===== src/rtl/inst_fetch_if.sv =====
// Fetch-stage bundle: instruction-memory request/grant/response, redirect input,
// and the decoded-instruction valid/ready output toward the decoder.
interface inst_fetch_if;
  logic        imem_req;
  logic [31:0] imem_addr;
  logic        imem_gnt;
  logic        imem_rvalid;
  logic [31:0] imem_rdata;
  logic        redirect;
  logic [31:0] redirect_pc;
  logic        inst_valid;
  logic        inst_ready;
  logic [31:0] inst;
  logic [31:0] inst_pc;
  logic [6:0]  op;
  logic [2:0]  funct3;
  logic [6:0]  funct7;

  modport master (
    output imem_req, imem_addr, inst_valid, inst, inst_pc, op, funct3, funct7,
    input  imem_gnt, imem_rvalid, imem_rdata, redirect, redirect_pc, inst_ready
  );

  modport slave (
    input  imem_req, imem_addr, inst_valid, inst, inst_pc, op, funct3, funct7,
    output imem_gnt, imem_rvalid, imem_rdata, redirect, redirect_pc, inst_ready
  );
endinterface


===== src/rtl/inst_fetch.sv =====
// Instruction fetch: word requests to imem, 2-entry {pc,word} buffer, redirect flush.
// Latency grant->inst_valid is 2 cycles (no bypass); fetch stalls once in-flight + buffered reaches 2.
module inst_fetch #(
  parameter logic [31:0] RESET_PC = 32'h0000_0000
) (
  input  logic         clk,
  input  logic         rst_n,
  inst_fetch_if.master bus
);

  typedef struct packed {
    logic [31:0] pc;
    logic [31:0] word;
  } entry_t;

  logic [31:0] fetch_pc;
  logic [1:0]  inflight;
  logic [1:0]  discard;
  logic [31:0] pcq [2];
  logic        pcq_wr;
  logic        pcq_rd;
  entry_t      fifo [2];
  logic        fifo_head;
  logic [1:0]  fifo_cnt;

  logic        valid_int;
  logic        pop;
  logic [2:0]  occ;
  logic        req;
  logic        grant;
  logic        resp;
  logic        keep;
  logic [31:0] redirect_tgt;
  entry_t      head;

  assign valid_int    = (fifo_cnt != 2'd0) && !bus.redirect;
  assign pop          = valid_int && bus.inst_ready;
  // Pop frees a slot combinationally so a 1-cycle memory can sustain one word per cycle.
  assign occ          = {1'b0, inflight} + {1'b0, fifo_cnt} - {2'b00, pop};
  assign req          = rst_n && !bus.redirect && (occ < 3'd2);
  assign grant        = req && bus.imem_gnt;
  // A response with nothing outstanding is a protocol error and is ignored.
  assign resp         = bus.imem_rvalid && (inflight != 2'd0);
  assign keep         = resp && (discard == 2'd0) && !bus.redirect;
  assign redirect_tgt = bus.redirect_pc & ~32'h3;
  assign head         = fifo[fifo_head];

  always_ff @(posedge clk or negedge rst_n) begin
    if (!rst_n) begin
      fetch_pc  <= RESET_PC;
      inflight  <= 2'd0;
      discard   <= 2'd0;
      pcq[0]    <= '0;
      pcq[1]    <= '0;
      pcq_wr    <= 1'b0;
      pcq_rd    <= 1'b0;
      fifo[0]   <= '0;
      fifo[1]   <= '0;
      fifo_head <= 1'b0;
      fifo_cnt  <= 2'd0;
    end else begin
      if (grant) begin
        pcq[pcq_wr] <= fetch_pc;
        pcq_wr      <= ~pcq_wr;
      end
      if (resp) begin
        pcq_rd <= ~pcq_rd;
      end
      inflight <= inflight + {1'b0, grant} - {1'b0, resp};

      if (bus.redirect) begin
        // Everything still outstanding after this cycle belongs to the old stream.
        fetch_pc <= redirect_tgt;
        fifo_cnt <= 2'd0;
        discard  <= inflight - {1'b0, resp};
      end else begin
        if (grant) begin
          fetch_pc <= fetch_pc + 32'd4;
        end
        if (resp && (discard != 2'd0)) begin
          discard <= discard - 2'd1;
        end
        if (keep) begin
          fifo[fifo_head ^ fifo_cnt[0]] <= '{pc: pcq[pcq_rd], word: bus.imem_rdata};
        end
        if (pop) begin
          fifo_head <= ~fifo_head;
        end
        fifo_cnt <= fifo_cnt + {1'b0, keep} - {1'b0, pop};
      end
    end
  end

  assign bus.imem_req   = req;
  assign bus.imem_addr  = fetch_pc;
  assign bus.inst_valid = valid_int;
  assign bus.inst       = valid_int ? head.word : 32'h0000_0013;
  assign bus.inst_pc    = valid_int ? head.pc : 32'h0000_0000;
  assign bus.op         = bus.inst[6:0];
  assign bus.funct3     = bus.inst[14:12];
  assign bus.funct7     = bus.inst[31:25];

endmodule


===== src/flat_wrapper.sv =====
// flat-port wrapper written by rule: the top's interface ports become plain ports
module inst_fetch_flat 
#(
  parameter logic [31:0] RESET_PC = 32'h0000_0000
)
  (clk, rst_n, bus_imem_req, bus_imem_addr, bus_inst_valid, bus_inst, bus_inst_pc, bus_op, bus_funct3, bus_funct7, bus_imem_gnt, bus_imem_rvalid, bus_imem_rdata, bus_redirect, bus_redirect_pc, bus_inst_ready);
  inst_fetch_if bus_i ();
  input  logic clk;
  input  logic rst_n;
  output wire logic [$bits(bus_i.imem_req)-1:0] bus_imem_req;
  output wire logic [$bits(bus_i.imem_addr)-1:0] bus_imem_addr;
  output wire logic [$bits(bus_i.inst_valid)-1:0] bus_inst_valid;
  output wire logic [$bits(bus_i.inst)-1:0] bus_inst;
  output wire logic [$bits(bus_i.inst_pc)-1:0] bus_inst_pc;
  output wire logic [$bits(bus_i.op)-1:0] bus_op;
  output wire logic [$bits(bus_i.funct3)-1:0] bus_funct3;
  output wire logic [$bits(bus_i.funct7)-1:0] bus_funct7;
  input wire logic [$bits(bus_i.imem_gnt)-1:0] bus_imem_gnt;
  input wire logic [$bits(bus_i.imem_rvalid)-1:0] bus_imem_rvalid;
  input wire logic [$bits(bus_i.imem_rdata)-1:0] bus_imem_rdata;
  input wire logic [$bits(bus_i.redirect)-1:0] bus_redirect;
  input wire logic [$bits(bus_i.redirect_pc)-1:0] bus_redirect_pc;
  input wire logic [$bits(bus_i.inst_ready)-1:0] bus_inst_ready;
  assign bus_imem_req = bus_i.imem_req;
  assign bus_imem_addr = bus_i.imem_addr;
  assign bus_inst_valid = bus_i.inst_valid;
  assign bus_inst = bus_i.inst;
  assign bus_inst_pc = bus_i.inst_pc;
  assign bus_op = bus_i.op;
  assign bus_funct3 = bus_i.funct3;
  assign bus_funct7 = bus_i.funct7;
  assign bus_i.imem_gnt = bus_imem_gnt;
  assign bus_i.imem_rvalid = bus_imem_rvalid;
  assign bus_i.imem_rdata = bus_imem_rdata;
  assign bus_i.redirect = bus_redirect;
  assign bus_i.redirect_pc = bus_redirect_pc;
  assign bus_i.inst_ready = bus_inst_ready;
  inst_fetch #(.RESET_PC(RESET_PC)) u_core (.clk(clk), .rst_n(rst_n), .bus(bus_i));
endmodule

===== config.mk =====
export PLATFORM = sky130hd
export DESIGN_NAME = inst_fetch_flat
export DESIGN_NICKNAME = d
export VERILOG_FILES = /design/src/rtl/inst_fetch_if.sv /design/src/rtl/inst_fetch.sv /design/src/flat_wrapper.sv
export SDC_FILE = /design/constraint.sdc
export NUM_CORES = 1
export LEC_CHECK = 0
export ABC_AREA = 1
export CAP_MARGIN = 20
export CELL_PAD_IN_SITES_DETAIL_PLACEMENT = 1
export CELL_PAD_IN_SITES_GLOBAL_PLACEMENT = 1
export CORE_ASPECT_RATIO = 2
export CORE_MARGIN = 5
export CORE_UTILIZATION = 39
export DETAILED_ROUTE_END_ITERATION = 10
export PLACE_DENSITY_LB_ADDON = 0.1
export SYNTH_ARGS = -nofsm -noshare
export SYNTH_HDL_FRONTEND = slang
export SYNTH_SLANG_ARGS = --single-unit

===== constraint.sdc =====
create_clock -name clk -period 3.03 [get_ports clk]
set_input_delay 0.4545 -clock clk [delete_from_list [all_inputs] [get_ports clk]]
set_output_delay 0.4545 -clock clk [all_outputs]
set_load 0.01 [all_outputs]

After elaboration in Yosys (flattened, before gate mapping)

Cells that the tools add are included.
W data, S select, Z words.

Bitwise operators: 9
Order comparisons: 7
Add/subtract/negate cells: 9
Reductions and logical operators: 20
Multiplexer cells: 19

Operators with widths:

| cell                    | number |
|---|---|
| $mux W32                | 8 |
| $mux W64                | 4 |
| $bwmux W128             | 1 |
| $bwmux W64              | 1 |
| $demux W64 S1           | 1 |
| $add A32 B3 Y32 const B | 1 |
| $demux W32 S1           | 1 |
| $logic_and A1 B1 Y1     | 11 |
| $reduce_bool A2 Y1      | 5 |
| $ge A2 B2 Y1 const B    | 4 |
| $not A1 Y2              | 4 |
| $mux W2                 | 3 |
| $sub A2 B1 Y2           | 3 |
| $add A2 B1 Y2           | 2 |
| $lt A2 B1 Y1 const B    | 2 |
| $not A1 Y1              | 4 |
| $reduce_and A2 Y1       | 2 |
| $add A2 B2 Y3           | 1 |
| $lt A3 B2 Y1 const B    | 1 |
| $sub A3 B1 Y3           | 1 |
| $logic_not A2 Y1        | 1 |
| $sub A2 B1 Y2 const B   | 1 |
| $logic_not A1 Y1        | 1 |
| $xor A1 B1 Y1           | 1 |

Output and inout port bits: 115
Bits in registers: 233

Longest topological paths before layout

Gate-level depths: netlist (run 1).

Word-level depth: 9
Mapped depth: 15
Gate-level depth less buffers: 14

Least setup slack after synthesis (run 1)

No wires, ideal clock.

Kind: input port to flip-flop
From: input port bus_redirect
To: register u_core.inflight[1]
Buffers on the path: 2
Stages on the path: 14
Path slack: 492 ps
Data arrival time: 2407 ps
Setup time: 131 ps
Path through: inv_2 > o21ai_0 > inv_2 > nand2_1 > nand2_1 > nand3_1 > fa_1 > xor2_1 > nand3b_4 > inv_2 > buf_4 > buf_6 > ha_1 > xor2_1

Cells in the longest elaborated chain, start to end: 9
Elaborated cells between the ends (all ways): 10
Those cells by class: 3 x add/sub; 1 x order compare; 6 x reduce/logical

Ends and longest elaborated chain:

| element                 | RTL line                           | source |
|---|---|---|
| from (decl)             | flat_wrapper.sv:21                 | `input wire logic [$bits(bus_i.redirect)-1:0] bus_redirect;` |
| $logic_not A1 Y1 (*)    | inst_fetch.sv:36, inst_fetch.sv:40 |  |
| $logic_and A1 B1 Y1     | inst_fetch.sv:36                   | `assign valid_int = (fifo_cnt != 2'd0) && !bus.redirect;` |
| $logic_and A1 B1 Y1     | inst_fetch.sv:37                   | `assign pop = valid_int && bus.inst_ready;` |
| $sub A3 B1 Y3           | inst_fetch.sv:39                   | `assign occ = {1'b0, inflight} + {1'b0, fifo_cnt} - {2'b00, pop};` |
| $lt A3 B2 Y1            | inst_fetch.sv:40                   | `assign req = rst_n && !bus.redirect && (occ < 3'd2);` |
| $logic_and A1 B1 Y1 (*) | inst_fetch.sv:40                   |  |
| $logic_and A1 B1 Y1 (*) | inst_fetch.sv:41                   | `assign grant = req && bus.imem_gnt;` |
| via u_core.grant        | inst_fetch.sv:30                   | `logic grant;` |
| $add A2 B1 Y2 (*)       | inst_fetch.sv:69                   | `inflight <= inflight + {1'b0, grant} - {1'b0, resp};` |
| $sub A2 B1 Y2 (*)       | inst_fetch.sv:69                   |  |
| to (signal assigned)    | inst_fetch.sv:69                   |  |
| to (decl)               | inst_fetch.sv:17                   | `logic [1:0] inflight;` |

The timed path passes the listed nets; every way through them passes the cells marked *.
A chain may end at the register's enable or synchronous reset.

Worst setup path after layout (run 1)

From: register u_core.fifo_head
To: output port bus_inst_pc[31]

Cells in the longest elaborated chain, start to end: 5

Ends and longest elaborated chain:

| element                                      | RTL line           | source |
|---|---|---|
| from (decl)                                  | inst_fetch.sv:23   | `logic fifo_head;` |
| from (signal assigned)                       | inst_fetch.sv:87   | `fifo_head <= ~fifo_head;` |
| $not A1 Y2 (not written as such)             | inst_fetch.sv:46   | `assign head = fifo[fifo_head];` |
| $mux W64 (not written as such) (3 in series) | inst_fetch.sv:46   |  |
| $mux W32                                     | inst_fetch.sv:98   | `assign bus.inst_pc = valid_int ? head.pc : 32'h0000_0000;` |
| to (decl)                                    | flat_wrapper.sv:14 | `output wire logic [$bits(bus_i.inst_pc)-1:0] bus_inst_pc;` |

Every way passes these cells. The select of a mux whose other input is x is not followed.

==> key figures, run 1 <==
Setup path
  – Crit end category: primary output
  – Kind of critical path: reg2out
  – Worst Path Required: 2.58 ns
  – WP data arrival: 2.39 ns
  – CP Max Fanout: 48
  – CP Launch Type: flip-flop

Timing
  – Final setup TNS: 0 ns
  – Max Clk Rate: 351 MHz
  – Final number of setup-violating endpoints: 0
  – Fin crit share: 93.9%
  – RSZ-0062 raised after global routing: no
  – Fin crit period: 2.85 ns
  – Clock Skew: 0.00850 ns
  – Worst-margin pin slew: 0.916 ns
  – Final Max Tran Viols: 0
  – Hold slack: 0.355 ns
  – Slew headroom: 39.0%
  – Final hold vios: 0

Synthesis
  – Syn Std Cell Area: 11300 sq um
  – Post-synth ARST share: 100%
  – FF+latch count, synth: 223
  – Main synth FF type: dfrtp_1
  – Synth Warn #: 0
  – Gate Count Post-Synth: 1487
  – Largest family of logic cells by synthesized area: simple AND/OR/NAND/NOR gates
  – Synth cell types: 31
  – Number of flops mapped to enable cells by yosys: 0
  – Multiplexer area fraction after synthesis: 3.00%
  – Synth Area in Simple Gates: 25.6%
  – Post-synthesis sequential area ratio: 49.5%
  – Syn_area_per_cell: 7.58 sq um
  – Post-Synth Adder-Cell Area: 0.955%
  – Xor/xnor cell area share of the yosys netlist: 0.922%
  – Synth Area in Compound Gates: 9.09%

Cells and area
  – Layout area overhead: 25.9%
  – Fillers: 3568
  – Layout cells sized above 1: 6.81%
  – Layout Nets: 1708
  – # diodes: 0
  – Fin cells: 2005

Route
  – Final ANT Viol Nets: 0
  – Post-Route WL: 31200 microns
  – Routed wire per std cell: 15.6 microns
  – DR pass1 iterations: 4
  – # DRC: 0
  – Vias per inst: 4.85
  – Initial drt markers: 412
  – Vias: 9723

Outcome
  – Outcome: complete, no violations

Power
  – Cell Pwr Density: 854 nW/um^2
  – VDD IR max: 453 uV
  – Pleak: 7.28 nW
  – Total design power: 12.1 mW

Floorplan
  – Core Box Area: 28700 sq um
  – Rows: 88
  – Die area: 32600 sq um
  – Initial Util: 39.2%
  – Die Wd: 130 microns
  – Chip height: 250 microns
  – I/O Pins: 185

Clock tree
  – CTS sink cnt: 223
  – H-tree levels: 1
  – Clk_lat worst skew: 0.52 ns
  – CTS tree: yes
  – Post-CTS setup buffer count: 0
  – Clk buf depth: 3
  – Cts bufs inserted: 22
  – CTS root buffer: clkbuf_16
  – Clk slew on worst S/H paths: 0.06 ns

Placement
  – DP Wirelength: 22100 microns
  – GP Congestion: 0.815
  – Placed cell count: 1964
  – IO buf count: 178

Global routing
  – Largest net degree at the start of global routing: 141
  – Tot GR Track Use: 19.4%
  – Antenna violations before repair: 0
  – Gr ovfl total: 0
  – First-pass GRT wire length: 51600 microns
  – Vias in the first global route: 10200

Hold path
  – Worst hold-check path type: in2async

Job
  – Max-cap violation count: 0
critical path, cell delays in order (launching register included):
cell,delay (ns)
dfrtp_2,0.59
buf_12,0.27
buf_12,0.19
nand2_1,0.06
o21ai_0,0.07
nand2_1,0.08
inv_1,0.08
clkdlybuf4s50_1,0.53
power breakdown:
group | switching (mW) | total [mW] | internal (mW)
Sequential | 0.727 | 4.94 | 4.21
Clock | 1.16 | 3.07 | 1.91
Combinational | 2.34 | 4.10 | 1.76
Total | 4.22 | 12.1 | 7.89
worst paths after layout:
kind / start / to / slack (ns) / cells past startpoint
min reg2reg: u_core.fifo[61]$_DFFE_PN0P_ / u_core.fifo[61]$_DFFE_PN0P_ / 0.47 / 2
max: u_core.fifo_head$_DFFE_PN0P_ / bus_inst_pc[31] / 0.18 / 7
max in group asynchronous: rst_n / u_core.bus.imem_addr[30]$_DFFE_PN0P_ / 1.55 / 3
min: rst_n / u_core.fifo[23]$_DFFE_PN0P_ / 0.35 / 2
min in group clk: u_core.fifo[61]$_DFFE_PN0P_ / u_core.fifo[61]$_DFFE_PN0P_ / 0.47 / 2
max reg2reg: u_core.fifo_cnt[1]$_DFF_PN0_ / u_core.pcq[9]$_DFFE_PN0P_ / 0.39 / 15
synth_stat cells (3+ instances only):
| cell type | instances | share of area [%] |
|---|---|---|
| buf_1 | 7 | 0.23 |
| buf_2 | 29 | 1.3 |
| buf_4 | 25 | 1.7 |
| buf_6 | 3 | 0.30 |
| clkbuf_1 | 26 | 0.87 |
| dfrtp_1 | 223 | 50 |
| ha_1 | 7 | 0.78 |
| inv_1 | 187 | 6.2 |
| inv_2 | 6 | 0.20 |
| mux2_2 | 30 | 3.0 |
| nand2_1 | 594 | 20 |
| nand3_1 | 78 | 3.5 |
| nor2_1 | 46 | 1.5 |
| o21ai_0 | 99 | 4.4 |
| o21ai_1 | 101 | 4.5 |
| xor2_1 | 8 | 0.62 |
cell families after synthesis:
group,after synthesis
XOR/XNOR,11
adder cells (fa/ha/maj),8
AND/OR/NAND/NOR,727
flip-flops,223
buffers and inverters,285
AO/OA/AOI/OAI,202
other,1
multiplexers,30
layer usage:
metal	global-route usage, %	up-vias	wire length, microns
met1	22.2	4677	12100
li1	-	4836	-
met4	5.80	0	807
met5	0	-	0
met2	36.8	173	17000
met3	1.98	37	1230
final cells by class:
type	count	area, sq um	area share [%]
clock buffer	31	646	4.55
multi-input combinational	982	4480	31.6
sequential	223	5580	39.4
tap	360	450	3.18
clock inverter	8	168	1.18
timing repair buffer	207	2130	15.0
inverter	194	728	5.14
timing repair:
action | 4_1_cts | 5_1_grt
gates resized for setup | 2 | 4
endpoints found under the setup margin | 1 | 2
hold endpoints to repair | 14 | 0
hold buffers | 1 | 0
metrics by stage:
step	util, %	instance area [sq um]	setup WS, ns
2_1_floorplan	-	11300	0.492
5_1_grt	49.3	14200	0.0185
3_5_place_dp	46.4	13300	-0.218
6_report	49.3	14200	0.183
4_1_cts	49.3	14200	0.0438
3_3_place_gp	46.4	13300	-0.151
flip-flops by register name, indices dropped and copies added, names as in the netlist:
name                  cells
u_core.fifo             124
u_core.pcq               60
u_core.bus.imem_addr     30
u_core.discard            2
u_core.fifo_cnt           2
u_core.inflight           2
u_core.fifo_head          1
u_core.pcq_rd             1
u_core.pcq_wr             1
layout by cell type, fill, tap and decap left out, types with 5 or more instances in the layout:
master and instances:
o21ai_1 101, inv_1 187, xor2_1 8, nand3_1 78, mux2_2 30, clkdlybuf4s50_1 176, buf_4 17, bufinv_16 5
inv_2 6, buf_12 10, clkbuf_16 23, nor2_1 46, dfrtp_1 222, ha_1 7, nand2_1 594, o21ai_0 98
Note: power is estimated with default switching activity, not from simulation.
==> run 2, diff against run 1 <==
CAP_MARGIN = default   (was 20)
CELL_PAD_IN_SITES_DETAIL_PLACEMENT = 0   (was 1)
CELL_PAD_IN_SITES_GLOBAL_PLACEMENT = 2   (was 1)
CORE_UTILIZATION = 31   (was 39)
SKIP_LAST_GASP = 1   (was default)
==> key figures, run 2 (synthesis gave the netlist of run 1 again) <==
Clock tree
  – Clk buf depth: 3
  – Clk slew on worst S/H paths: 0.06 ns
  – H-tree levels: 1
  – Clk_lat worst skew: 0.53 ns
  – CTS tree: yes
  – Post-CTS setup buffer count: 0
  – Cts bufs inserted: 23
  – CTS sink cnt: 223
  – CTS root buffer: clkbuf_16

Timing
  – Final number of setup-violating endpoints: 0
  – Clock Skew: 0.0162 ns
  – Slack of the critical path: 0.161 ns
  – Fin crit share: 94.7%
  – Max Clk Rate: 349 MHz
  – Fin crit period: 2.87 ns
  – Final hold vios: 0
  – Slew headroom: 26.0%
  – Final Max Tran Viols: 0
  – RSZ-0062 raised after global routing: no
  – Worst-margin pin slew: 1.11 ns
  – Final setup TNS: 0 ns

Route
  – Post-Route WL: 32000 microns
  – Vias per inst: 4.52
  – DR pass1 iterations: 7
  – Initial drt markers: 294
  – Vias: 9499
  – Routed wire per std cell: 15.2 microns
  – Final ANT Viol Nets: 0
  – # DRC: 0

Setup path
  – Crit end category: primary output
  – WP data arrival: 2.41 ns
  – CP Launch Type: flip-flop
  – Flop2flop setup slack: 0.45 ns
  – Worst Path Required: 2.58 ns
  – CP Max Fanout: 34
  – Kind of critical path: reg2out

Cells and area
  – Fillers: 3832
  – Most frequent cells in the layout: 593 x nand2_1, 220 x dfrtp_1, 187 x inv_1
  – Layout Nets: 1713
  – Finished Cell Area: 14300 sq um
  – # diodes: 0
  – Footprint of the multi-input gates: 4470 sq um
  – Largest Register: u_core.fifo
  – Layout area overhead: 26.8%
  – Number of flip-flops in the largest register: 124
  – Fin cells: 2102
  – Layout cells sized above 1: 7.57%
  – Reg area: 5590 sq um
  – Commonest non-fill, non-tap cell in the layout: nand2_1

Floorplan
  – I/O Pins: 185
  – Rows: 98
  – Initial Util: 31.5%
  – Chip height: 280 microns
  – Die Wd: 145 microns
  – Core Box Area: 35800 sq um
  – Die area: 40500 sq um

Placement
  – IO buf count: 178
  – GP Congestion: 0.767
  – DP Wirelength: 22600 microns
  – Setup WS pre-CTS: -0.170 ns
  – Placed cell count: 2059
  – Post-DP Area: 13500 sq um

Power
  – Pleak: 7.30 nW
  – VDD IR max: 409 uV
  – Cell Pwr Density: 841 nW/um^2
  – Total design power: 12.0 mW

Outcome
  – Outcome: complete, no violations

Global routing
  – Vias in the first global route: 9859
  – Tot GR Track Use: 16.0%
  – Largest net degree at the start of global routing: 128
  – Antenna violations before repair: 1
  – Gr ovfl total: 0
  – First-pass GRT wire length: 52100 microns

Hold path
  – Worst hold-check path type: in2async

Job
  – Max-cap violation count: 0
run 2: worst max-delay path: stages, from the launching register on:
cell	delay, ns
dfrtp_4	0.59
buf_12	0.22
buf_4	0.17
o21ai_0	0.20
nand2_1	0.08
inv_1	0.06
clkdlybuf4s50_1	0.57
run 2: cell type report:
class / instances / area share, %
clock inverters: 12 / 1.05
repair buffers: 211 / 14.8
well taps: 450 / 3.94
inverters: 194 / 5.10
clock buffers: 30 / 4.63
multi-input cells: 982 / 31.3
flip-flops and latches: 223 / 39.1
run 2: where the power goes:
group	total, mW	internal (mW)	switching [mW]
combinational	3.95	1.75	2.20
sequential	5.00	4.22	0.783
clock	3.06	1.80	1.26
total	12.0	7.77	4.24
run 2: final timing paths:
kind,cells past startpoint,to,from
min in group clk,2,u_core.fifo[61]$_DFFE_PN0P_,u_core.fifo[61]$_DFFE_PN0P_
setup reg to reg,14,u_core.pcq[25]$_DFFE_PN0P_,u_core.fifo_cnt[0]$_DFF_PN0_
max in group asynchronous,4,u_core.pcq[31]$_DFFE_PN0P_,rst_n
setup / recovery,6,bus_inst_pc[19],u_core.fifo_head$_DFFE_PN0P_
hold / removal,2,u_core.fifo[86]$_DFFE_PN0P_,rst_n
hold reg to reg,2,u_core.fifo[61]$_DFFE_PN0P_,u_core.fifo[61]$_DFFE_PN0P_
run 2: through the flow:
| stage | util, % | hold WS, ns |
|---|---|---|
| 2_1_floorplan | - | 0.159 |
| 3_3_place_gp | 37.6 | 0.237 |
| 3_5_place_dp | 37.6 | 0.238 |
| 4_1_cts | 39.9 | 0.269 |
| 5_1_grt | 39.9 | 0.283 |
| 6_report | 39.9 | 0.294 |
run 2: what timing repair did:
action | in CTS | in global routing
hold buffers | 1 | 0
endpoints found under the setup margin | 44 | 54
cloned | 0 | 0
pin swaps | 0 | 0
endpoints found under the hold margin | 2 | 0
gates resized for setup | 3 | 4
run 2: per-layer routing:
layer	track usage, %	vias to the layer above	wire [microns]
met3	1.96	37	1390
met4	4.55	2	736
met2	30.3	199	16900
li1	-	4841	-
met5	0	-	12
met1	18.5	4420	13000
==> run 3, diff against run 2 <==
CORE_MARGIN = 2   (was 5)
==> key figures, run 3 (synthesis gave the netlist of run 1 again) <==
Clock tree
  – Clk buf depth: 3
  – CTS root buffer: clkbuf_16
  – H-tree levels: 1
  – Clk slew on worst S/H paths: 0.06 ns
  – Cts bufs inserted: 23
  – CTS tree: yes
  – Clk_lat worst skew: 0.51 ns
  – CTS sink cnt: 223

Floorplan
  – Rows: 98
  – Die Wd: 139 microns
  – Core Box Area: 35800 sq um
  – Initial Util: 31.5%
  – Die area: 38000 sq um
  – I/O Pins: 185
  – Chip height: 274 microns

Global routing
  – GRT met1 Usage: 19.7%
  – Grt met2 use: 30.7%
  – Largest net degree at the start of global routing: 151
  – Antenna violations before repair: 0
  – Tot GR Track Use: 16.5%
  – Vias in the first global route: 9332
  – Gr busiest metal: met2
  – Gr ovfl total: 0
  – Met3 usage: 1.78%
  – First-pass GRT wire length: 50500 microns

Timing
  – Final number of setup-violating endpoints: 0
  – Fin crit period: 2.86 ns
  – Final Max Tran Viols: 0
  – Slew headroom: 32.8%
  – Fin crit share: 94.5%
  – Worst-margin pin slew: 1.01 ns
  – Final setup TNS: 0 ns
  – RSZ-0062 raised after global routing: no
  – Final hold vios: 0
  – Max Clk Rate: 349 MHz
  – Clock Skew: 0.0156 ns

Placement
  – Post-DP Area: 13500 sq um
  – GP Congestion: 0.831
  – IO buf count: 178
  – DP Wirelength: 21600 microns

Setup path
  – Worst-case reg-to-reg path depth: 14
  – CP Launch Type: flip-flop
  – Worst Path Required: 2.58 ns
  – R2R Path Start: u_core.fifo_cnt[0]$_DFF_PN0_
  – Highest-delay cell along the critical path: fa_1
  – Crit path buf inv count: 3
  – Worst stage delay on the critical path: 0.49 ns
  – WP data arrival: 2.41 ns
  – Crit end category: primary output
  – Cell family with most CP delay: adder cells
  – Kind of critical path: reg2out
  – CP Max Fanout: 4
  – CP cell instances: o21ai_2, inv_2, nand2_1, inv_1, nand2_1, nand3_1, fa_1, nand3_1, nor2_1, clkdlybuf4s15_1
  – RR Endpoint: u_core.pcq[24]$_DFFE_PN0P_
  – Flop2flop setup slack: 0.52 ns

Power
  – VDD IR max: 389 uV
  – Flop pwr share: 41.3%
  – Sw Ratio: 35.1%
  – Combinational share of power: 34.3%
  – Cell Pwr Density: 832 nW/um^2
  – Clk pwr share: 24.5%
  – P_int: 7.71 mW
  – Pleak: 7.26 nW
  – Sw power: 4.16 mW

Route
  – Vias per inst: 4.49
  – Vias: 9423
  – Post-Route WL: 31200 microns
  – DR pass1 iterations: 5
  – Routed wire per std cell: 14.9 microns
  – # DRC: 0
  – Final ANT Viol Nets: 0
  – Initial drt markers: 406

Cells and area
  – Largest Register: u_core.fifo
  – Finished Cell Area: 14300 sq um
  – # diodes: 0
  – Most frequent cells in the layout: 594 x nand2_1, 221 x dfrtp_1, 187 x inv_1
  – Layout Nets: 1714
  – Number of flip-flops in the largest register: 124
  – Layout cells sized above 1: 7.09%
  – Layout area overhead: 26.6%
  – Commonest non-fill, non-tap cell in the layout: nand2_1

Job
  – Max-cap violation count: 0

Outcome
  – Outcome: complete, no violations

Hold path
  – Worst hold-check path type: in2async
[run 3: power groups by stage]
stage          clock network, mW  logic (mW)  registers, mW
2_1_floorplan                  0        2.81           4.80
3_3_place_gp                   0        4.08           4.92
3_5_place_dp                   0        4.14           4.95
4_1_cts                     3.03        4.17           4.91
5_1_grt                     3.15        4.69           5.07
6_report                    2.90        4.06           4.90
[run 3: area by class of cell]
| type | count | area (sq um) |
|---|---|---|
| clock buffers | 35 | 691 |
| inverters | 194 | 728 |
| repair buffers | 212 | 2140 |
| flip-flops and latches | 223 | 5580 |
| clock inverters | 4 | 75.1 |
| fillers | 3776 | 21500 |
| multi-input cells | 982 | 4480 |
| well taps | 450 | 563 |
[run 3: how the worst max path moves through the flow]
stage	slack, ns	start	to	cells after the start
after floorplan	0.49	bus_redirect	u_core.inflight[1]$_DFF_PN0_	14
after global routing	0.03	u_core.fifo_cnt[0]$_DFF_PN0_	bus_imem_req	10
final	0.17	u_core.fifo_cnt[0]$_DFF_PN0_	bus_imem_req	10
after global placement	-0.15	bus_redirect	bus_imem_req	12
after CTS	0.05	u_core.fifo_cnt[0]$_DFF_PN0_	bus_imem_req	10
after detailed placement	-0.19	bus_redirect	bus_imem_req	12
[run 3: stage by stage]
stage          cells  utilization (%)  power, mW  setup slack (ns)  hold WS (ns)
2_1_floorplan   1490                -       7.61             0.492         0.159
3_3_place_gp    2057             37.6       8.99            -0.151         0.246
3_5_place_dp    2057             37.6       9.09            -0.190         0.246
6_report        2100             39.8       11.9             0.166         0.320
5_1_grt         2100             39.8       12.9            0.0319         0.309
4_1_cts         2097             39.8       12.1            0.0454         0.295
[run 3: metal layers]
| metal | vias up | wire, microns | share of wire (%) |
|---|---|---|---|
| met1 | 4336 | 12900 | 41 |
| li1 | 4848 | - | - |
| met3 | 35 | 1090 | 3.5 |
| met2 | 204 | 16400 | 52 |
| met4 | 0 | 829 | 2.7 |
| met5 | - | 0 | 0 |
[run 3: what timing repair did]
item                                   in CTS  in global routing
setup buffers                               0                  3
hold buffers                                1                  0
gates resized for setup                     4                  1
setup endpoints to repair                   2                  1
endpoints found under the hold margin       2                  0
